**config.mk**
```make
export PLATFORM = sky130hd
export DESIGN_NAME = hdlc_rx_drain
export DESIGN_NICKNAME = d
export VERILOG_FILES = /design/src/rtl/hdlc_rx_drain.sv
export SDC_FILE = /design/constraint.sdc
export NUM_CORES = 1
export LEC_CHECK = 0
export ABC_CLOCK_PERIOD_IN_PS = 4280
export CAP_MARGIN = 20
export CORE_MARGIN = 5
export CORE_UTILIZATION = 23
export CTS_CLUSTER_DIAMETER = 30
export DETAILED_ROUTE_END_ITERATION = 8
export RECOVER_POWER = 100
export SLEW_MARGIN = 20
export SYNTH_ARGS = -nofsm -noshare
export SYNTH_HDL_FRONTEND = slang
export SYNTH_SLANG_ARGS = --single-unit
```
**constraint.sdc**
```tcl
create_clock -name Clk -period 4.28 [get_ports Clk]
set_input_delay 0.642 -clock Clk [delete_from_list [all_inputs] [get_ports Clk]]
set_output_delay 0.642 -clock Clk [all_outputs]
set_load 0.02 [all_outputs]
```
**src/rtl/hdlc_rx_drain.sv**
```systemverilog
// Drains received frames out of the Hdlc controller's RX buffer onto a byte stream.
// Errored or badly sized frames are released without being streamed.
module hdlc_rx_drain #(
  parameter int unsigned ADDR_W       = 3,
  parameter int unsigned DATA_W       = 8,
  parameter int unsigned MAX_LEN      = 126,
  parameter int unsigned FCS_EN       = 1,
  parameter int unsigned ADDR_RX_SC   = 2,
  parameter int unsigned ADDR_RX_BUFF = 3,
  parameter int unsigned ADDR_RX_LEN  = 4
) (
  input  logic              Clk,
  input  logic              Rst,
  output logic [ADDR_W-1:0] Address,
  output logic              WriteEnable,
  output logic              ReadEnable,
  output logic [DATA_W-1:0] DataIn,
  input  logic [DATA_W-1:0] DataOut,
  input  logic              Rx_Ready,
  output logic [7:0]        m_data,
  output logic              m_valid,
  input  logic              m_ready,
  output logic              m_last,
  output logic              frm_done,
  output logic [3:0]        frm_status,
  output logic [7:0]        frm_len,
  output logic              busy
);

  localparam logic [DATA_W-1:0] ScInit = DATA_W'(FCS_EN << 5);
  localparam logic [DATA_W-1:0] ScDrop = ScInit | DATA_W'(2);

  typedef enum logic [3:0] {
    StInit, StIdle, StRdSc, StWtSc, StRdLen, StWtLen,
    StRdByte, StWtByte, StOut, StDrop, StDone
  } state_e;

  state_e r_state, w_state_d;

  logic [ADDR_W-1:0] r_addr, w_addr_d;
  logic [DATA_W-1:0] r_din, w_din_d;
  logic              r_we, w_we_d;
  logic              r_re, w_re_d;
  logic [7:0]        r_mdata;
  logic              r_valid, r_last, r_done, r_busy;
  logic [3:0]        r_status;
  logic [7:0]        r_len, r_cnt;
  logic              w_len_bad;

  assign w_len_bad = (DataOut == '0) || (DataOut > DATA_W'(MAX_LEN));

  always_ff @(posedge Clk) begin
    if (Rst) r_state <= StInit;
    else     r_state <= w_state_d;
  end

  always_comb begin
    w_state_d = r_state;
    case (r_state)
      StInit:   w_state_d = StIdle;
      StIdle:   if (Rx_Ready) w_state_d = StRdSc;
      StRdSc:   w_state_d = StWtSc;
      StWtSc:   w_state_d = (|DataOut[4:2]) ? StDrop : StRdLen;
      StRdLen:  w_state_d = StWtLen;
      StWtLen:  w_state_d = w_len_bad ? StDrop : StRdByte;
      StRdByte: w_state_d = StWtByte;
      StWtByte: w_state_d = StOut;
      StOut:    if (m_ready) w_state_d = r_last ? StDrop : StRdByte;
      StDrop:   w_state_d = StDone;
      StDone:   if (!Rx_Ready) w_state_d = StIdle;
      default:  w_state_d = StInit;
    endcase
  end

  // Bus strobes are registered off the next state so they line up with the
  // state that owns them; the INIT write lands in the first cycle after INIT.
  always_comb begin
    w_we_d   = 1'b0;
    w_re_d   = 1'b0;
    w_addr_d = '0;
    w_din_d  = '0;
    if (r_state == StInit) begin
      w_we_d   = 1'b1;
      w_addr_d = ADDR_W'(ADDR_RX_SC);
      w_din_d  = ScInit;
    end else begin
      case (w_state_d)
        StRdSc: begin
          w_re_d   = 1'b1;
          w_addr_d = ADDR_W'(ADDR_RX_SC);
        end
        StRdLen: begin
          w_re_d   = 1'b1;
          w_addr_d = ADDR_W'(ADDR_RX_LEN);
        end
        StRdByte: begin
          w_re_d   = 1'b1;
          w_addr_d = ADDR_W'(ADDR_RX_BUFF);
        end
        StDrop: begin
          w_we_d   = 1'b1;
          w_addr_d = ADDR_W'(ADDR_RX_SC);
          w_din_d  = ScDrop;
        end
        default: ;
      endcase
    end
  end

  always_ff @(posedge Clk) begin
    if (Rst) begin
      r_we     <= 1'b0;
      r_re     <= 1'b0;
      r_addr   <= '0;
      r_din    <= '0;
      r_mdata  <= '0;
      r_valid  <= 1'b0;
      r_last   <= 1'b0;
      r_done   <= 1'b0;
      r_busy   <= 1'b0;
      r_status <= '0;
      r_len    <= '0;
      r_cnt    <= '0;
    end else begin
      r_we   <= w_we_d;
      r_re   <= w_re_d;
      r_addr <= w_addr_d;
      r_din  <= w_din_d;
      r_done <= (r_state == StDrop);
      r_busy <= (w_state_d != StIdle);
      case (r_state)
        StIdle: begin
          if (Rx_Ready) begin
            r_status <= '0;
            r_cnt    <= '0;
          end
        end
        StWtSc: r_status[2:0] <= DataOut[4:2];
        StWtLen: begin
          r_len <= DataOut[7:0];
          r_cnt <= '0;
          if (w_len_bad) r_status[3] <= 1'b1;
        end
        StWtByte: begin
          r_mdata <= DataOut[7:0];
          r_valid <= 1'b1;
          r_last  <= (r_cnt == r_len - 8'd1);
        end
        StOut: begin
          if (m_ready) begin
            r_valid <= 1'b0;
            r_last  <= 1'b0;
            r_cnt   <= r_cnt + 8'd1;
          end
        end
        default: ;
      endcase
    end
  end

  assign Address     = r_addr;
  assign WriteEnable = r_we;
  assign ReadEnable  = r_re;
  assign DataIn      = r_din;
  assign m_data      = r_mdata;
  assign m_valid     = r_valid;
  assign m_last      = r_last;
  assign frm_done    = r_done;
  assign frm_status  = r_status;
  assign frm_len     = r_cnt;
  assign busy        = r_busy;

endmodule

```
==> run metrics <==
Detailed Route Iter0 Violations=173; Fin Clk Skew=10.39 ps; max cap viols=1; Synth Register Bits=42; Critical R2R Launch=r_state[1]; Fin Hold WS=458.9 ps; GRT overflow=0; Final Hold Fails=0; slew margin rel.=-0.02509; Layout area overhead=25.19%; worst path required time=4450 ps; Mapped Avg Cell Area=8.527 sq um; total core area=9196 sq um; Tcrit/Tclk final=0.5935; Reg-to-Reg End=m_last; FFs w/ async S/R, synth=0; root buf cell=clkbuf_8; maximum VDD drop=0.0001123 V; Ys Warns=0; TritonCTS clock tree=yes; CTS Buffer Depth=2; Post-route DRC=0; final cell count without fillers=402; Critical Path Start Type=primary input; post-synth cell types=57; Die H=107.0 um; drt pass-1 iters=4; P_leak=0.9807 nW; final max-slew violation count=36; Worst Hold End=m_data[7]; final instance area=2711 sq um; cts repair resizes=0; largest net degree at the start of global routing=36; Post-synth EDFFs=0; Seq/Total Area, Yosys=0.3882; via count=1882; global-route wire length before repair=8907 um; # setup viols final=0; hold buffer count at cts=0; Mapped Area=2166 sq um; minimum clock period=2540 ps; dpl ws=1856 ps; htree depth=2; CTS clk-pin slew, worst paths=90 ps; Ports=49; worst-path fanout max=35; cells after synthesis=254; max frequency=393.7 MHz; Tot Pwr=820.3 uW; setup ws final=1740 ps; CTS buffer count=5; hold path cells=2; Critical Path Max Stage Delay=1120 ps; layout cells sized above 1=0.09278; status=complete, but fails checks; DP Area=2625 sq um; DPL Wire Length=4196 um; clk sinks=42; critical path class=in2reg; GP Congestion=0.8287; initial core utilization=0.2355; cell row count=35; Sum Neg Setup Slack=0 ps; worst reg2reg path depth=4; dominant synthesized flop cell=dfxtp_1; crit path cell chain=dlygate4sd3_1, clkbuf_1, nor4_1, nand3_1, o31ai_1; Die Area=11460 sq um; Worst Hold Class=reg2reg; CP delay by family, top=buffers and inverters; Crit-path slowest cell=clkbuf_1; final wirelength=5585 um; count of input and output buffers=42; nets@finish=304; Slew @ Worst Pin=1538 ps; Hold Crit Start=m_data[7]; GRT Total Usage=0.09720; CP arrival=2710 ps; dpl cells=394; initial antenna violation count=0; pwr dens=302.6 nW/um^2; failing checks=capacitance limit, slew limit; reg2reg setup slack=2290 ps; ant diodes=0; vias in the first global route=1749; post-layout util=0.2948; RSZ-0062 raised after global routing=false; Die Width=107.0 um; Worst-Skew Late Latency=290 ps; remaining antenna violation count after routing=0; WL per Instance=13.89 um; Crit path buffers/inverters=2; post-CTS setup buffer count=0; endpoint type of the worst setup path=flop; drt via density=4.682
## cell usage after synthesis (2+ instances only)
| cell | count | area, sq um |
|---|---|---|
| nand2_1 | 44 | 165.2 |
| dfxtp_1 | 42 | 840.8 |
| a21oi_1 | 26 | 130.1 |
| nor2_1 | 21 | 78.83 |
| xnor2_1 | 11 | 96.34 |
| buf_4 | 10 | 75.07 |
| inv_1 | 10 | 37.54 |
| clkbuf_1 | 5 | 18.77 |
| a22oi_1 | 4 | 30.03 |
| nor4_1 | 4 | 25.02 |
| a21o_1 | 3 | 22.52 |
| a31oi_1 | 3 | 18.77 |
| nand2b_1 | 3 | 18.77 |
| nand3_1 | 3 | 15.01 |
| nand4_1 | 3 | 18.77 |
| nor3_1 | 3 | 15.01 |
| nor3_2 | 3 | 30.03 |
| o21ai_0 | 3 | 15.01 |
| xor2_1 | 3 | 26.28 |
| a31o_1 | 2 | 17.52 |
| and4bb_2 | 2 | 25.02 |
| buf_2 | 2 | 10.01 |
| buf_6 | 2 | 22.52 |
| ha_1 | 2 | 25.02 |
| nand3_2 | 2 | 20.02 |
| nand3b_1 | 2 | 15.01 |
| nand4b_1 | 2 | 17.52 |
| nor2b_1 | 2 | 12.51 |
| nor3b_2 | 2 | 25.02 |
| o211ai_1 | 2 | 15.01 |
| o22ai_1 | 2 | 12.51 |
## flip-flops by register name (all words and copies together), names as in the netlist
register	cells
m_valid	1
r_len	8
frm_status	4
m_last	1
m_data	8
DataIn	2
ReadEnable	1
frm_len	8
frm_done	1
r_state	4
Address	3
busy	1
## per-layer routing
metal | share of wire | track usage | vias up
met5 | 0 | 0 | -
met4 | 0.016 | 0.03836 | 0
met3 | 0.061 | 0.02589 | 6
met2 | 0.47 | 0.1528 | 58
met1 | 0.46 | 0.1261 | 879
li1 | - | - | 939
## worst max path at each step
stage                          start    endpoint  slack [ps]  cells past startpoint
final                            Rst      m_last        1740                      5
after global routing             Rst      m_last        1520                      5
after CTS                 frm_len[3]  frm_len[3]        2140                      1
after detailed placement  DataOut[5]        busy        1860                      6
after global placement      Rx_Ready  ReadEnable        1930                      6
after floorplan           DataOut[5]  Address[1]        2550                      5
## kinds of logic after synthesis
logic type	share of synthesized area
AOI/OAI and AO/OA	0.1797
buffers and inverters	0.07568
xor gates and xnor gates	0.05662
and+or+nand+nor	0.2767
DFF	0.3882
muxes	0.009821
other	0.001731
adders and majority gates	0.01155
## worst register-to-register path: stages, from the launching register on
cell     delay, ps
dfxtp_1        790
nand3_2        390
nor4_1         370
nand3_1        110
o31ai_1        230
## placed cells by master, fill, tap and decap left out, types with 3 or more instances in the layout
cell type,count
inv_1,10
dlygate4sd3_1,32
a21oi_1,26
a21o_1,3
dfxtp_1,42
clkbuf_8,6
nor2_1,21
nand2_1,44
a31oi_1,3
a22oi_1,4
clkdlybuf4s50_1,10
nand2b_1,3
o21ai_0,3
conb_1,6
nor3_2,3
xnor2_1,11
nor4_1,4
xor2_1,3
nor3_1,3
nand3_1,3
nand4_1,3
## where the power goes
group	switching (mW)	internal [mW]	total [mW]
clock network	0.140	0.133	0.274
registers	0.0182	0.402	0.420
logic	0.0753	0.0507	0.126
total	0.234	0.586	0.820
## layout make-up
| class | instances | area [sq um] |
|---|---|---|
| Fill cell | 1005 | 6485 |
| Multi-Input combinational cell | 188 | 1175 |
| Sequential cell | 42 | 840.8 |
| Timing Repair Buffer | 43 | 424.2 |
| Tap cell | 111 | 138.9 |
| Clock buffer | 7 | 86.33 |
| Inverter | 10 | 37.54 |
| Clock inverter | 1 | 8.758 |
No activity file was read; power rests on OpenSTA's default activity.
==> RTL change: new RTL, same flow settings <==
Set the parameter `ADDR_W` to 4 (it was 3).
--- a/src/rtl/hdlc_rx_drain.sv
+++ b/src/rtl/hdlc_rx_drain.sv
@@ -3,3 +3,3 @@
 module hdlc_rx_drain #(
-  parameter int unsigned ADDR_W       = 3,
+  parameter int unsigned ADDR_W       = 4,
   parameter int unsigned DATA_W       = 8,
Interface: changed (resized Address); port bits go from 49 to 50. No check against the original RTL was run, so the function may have changed too.
==> RTL change against the original RTL <==
Total power is 0.28% lower; wire length is 0.77% higher; synthesized area is 0.35% higher; synthesized cell count is 0.39% higher; setup slack worse by 0.0038 ns; register-to-register slack worse by 0.10 ns; design area is 0.69% higher; sequential cell count stayed put.
==> RTL change: results (changes against the original RTL) <==
Fin nets: 305 (+0.33%)
H-Tree Depth: 2 (unchanged)
Hold Path Class: reg -> reg
First-pass GRT wire length: 9163 µm (+2.9%)
DP Cell Count: 413 (+4.8%)
Crit-path slowest cell: clkbuf_1
Final GP Congestion: 0.8068 (-2.6%)
Clk slew on worst S/H paths: 0.08 ns
Filler Cell Count: 993 (-1.2%)
DP HPWL: 4280 µm (+2.0%)
Vias in the first global route: 1763 (+0.80%)
Clk buf depth: 2 (unchanged)
Ant diodes: 0 (unchanged)
Static Leak: 0.9797 nW (-0.10%)
Cts repair resizes: 0 (unchanged)
CP arrival: 2.71 ns (about the same)
Worst skew pair latency: 0.29 ns (about the same)
TritonCTS buffer count: 5 (unchanged)
Number of max-cap violations: 0 (-1)
VDD IR max: 124.2 µV (+11%)
Unique masters post-synth: 57 (unchanged)
ANT nets after route: 0 (unchanged)
Largest cells by area after synthesis: dfxtp_1, nand2_1, a21oi_1
Initial antenna violation count: 0 (unchanged)
GRT met1 Usage: 13.23% (+0.62 points)
Top cell type's share of synthesized area: 38.69% (-0.13 points)
Largest net degree at the start of global routing: 32 (-11%)
Layout cell share with drive strength beyond 1: 8.562% (-0.72 points)
Drt initial violations: 164 (-5.2%)
Share of flip-flops with an asynchronous set or reset: 0% (unchanged)
Critical Path Fanout Max: 31 (-11%)
Final non-filler cell total: 421 (+4.7%)
Total GRT Usage: 9.981% (+0.26 points)
Slew margin rel.: 7.892% (+10 points)
CTS root buffer: clkbuf_8
Met2 usage: 14.88% (-0.40 points)
Top delay family on crit path: buffers and inverters
Syn avg cell area: 8.523 µm² (about the same)
Worst clock skew: 0.01099 ns (+0.0005966 ns)
Drt pass-1 iters: 4 (unchanged)
GR Util met3: 3.251% (+0.66 points)
Top FF cell, synth: dfxtp_1
Top cells by count, synth: nand2_1, dfxtp_1, a21oi_1
Sequential share of the synthesized area: 38.69% (-0.13 points)
Max incr delay on CP: 1.04 ns (-0.08 ns)
Yosys warns: 0 (unchanged)
Vias: 1892 (+0.53%)
Wire per inst: 13.37 µm (-3.8%)
Post CTS Setup Buffer Count: 0 (unchanged)
Port Buf Inserts: 42 (unchanged)
Status: finished clean
[RTL change: cell types whose count changed in the layout (fill, tap and decap cells not counted)]
cell,unedited run,this run
conb_1,6,7
nand2_1,44,45
nand2_2,1,0
nor3b_1,1,2
nor3b_2,2,1
[RTL change: cell type report]
class	instances	area share, %
inverter	10	1.375
tap	129	5.912
timing repair buffer	43	15.54
clock buffer	7	3.162
sequential	42	30.80
multi-input combinational	189	42.90
clock inverter	1	0.3208
[RTL change: per-stage QoR]
| stage | hold slack [ns] | setup slack, ns | cell area [µm²] | total power [mW] |
|---|---|---|---|---|
| after floorplan | 0.4496 | 2.553 | 2196 | 0.5208 |
| after global placement | 0.4478 | 1.920 | 2651 | 0.5597 |
| after detailed placement | 0.4515 | 1.852 | 2651 | 0.5622 |
| after CTS | 0.4664 | 2.130 | 2746 | 0.8403 |
| after global routing | 0.4777 | 1.587 | 2730 | 0.8630 |
| final | 0.4591 | 1.736 | 2730 | 0.8180 |
[RTL change: worst paths after layout]
| kind | end | start | cells after the start | slack, ns |
|---|---|---|---|---|
| min | m_data[2]$_SDFFE_PP0P_ | m_data[2]$_SDFFE_PP0P_ | 2 | 0.46 |
| max | frm_len[2]$_SDFFE_PP0P_ | Rst | 4 | 1.74 |
| min reg2reg | m_data[2]$_SDFFE_PP0P_ | m_data[2]$_SDFFE_PP0P_ | 2 | 0.46 |
| max reg2reg | ReadEnable$_SDFF_PP0_ | r_state[1]$_SDFF_PP0_ | 5 | 2.19 |
[RTL change: worst min-delay path: cells and delay by family (launching register included)]
family | cells | cell delay [ns]
simple gates | 1 | 0.05
compound gates | 1 | 0.05
flops | 1 | 0.31
[RTL change: logic make-up after synthesis]
group                    Yosys count  share of synthesized area [%]
buffers and inverters             30                          7.887
other                              1                         0.1725
adder cells (fa/ha/maj)            2                          1.151
XOR/XNOR                          14                          5.642
multiplexers                       2                         0.9787
AO/OA/AOI/OAI                     56                          17.90
flip-flops                        42                          38.69
AND/OR/NAND/NOR                  108                          27.58
[RTL change: metal layers]
| metal | share of wire, % | wire (µm) |
|---|---|---|
| met5 | 0 | 0 |
| met4 | 1.1 | 62 |
| met3 | 6.9 | 387 |
| met2 | 47 | 2621 |
| met1 | 45 | 2556 |
[RTL change: power by group]
group	internal [mW]	switching (mW)	leakage, nW	total [mW]
Combinational	0.0502	0.0768	0.591	0.127
Clock	0.133	0.138	0.0489	0.271
Sequential	0.402	0.0176	0.340	0.420
Total	0.586	0.232	0.980	0.818
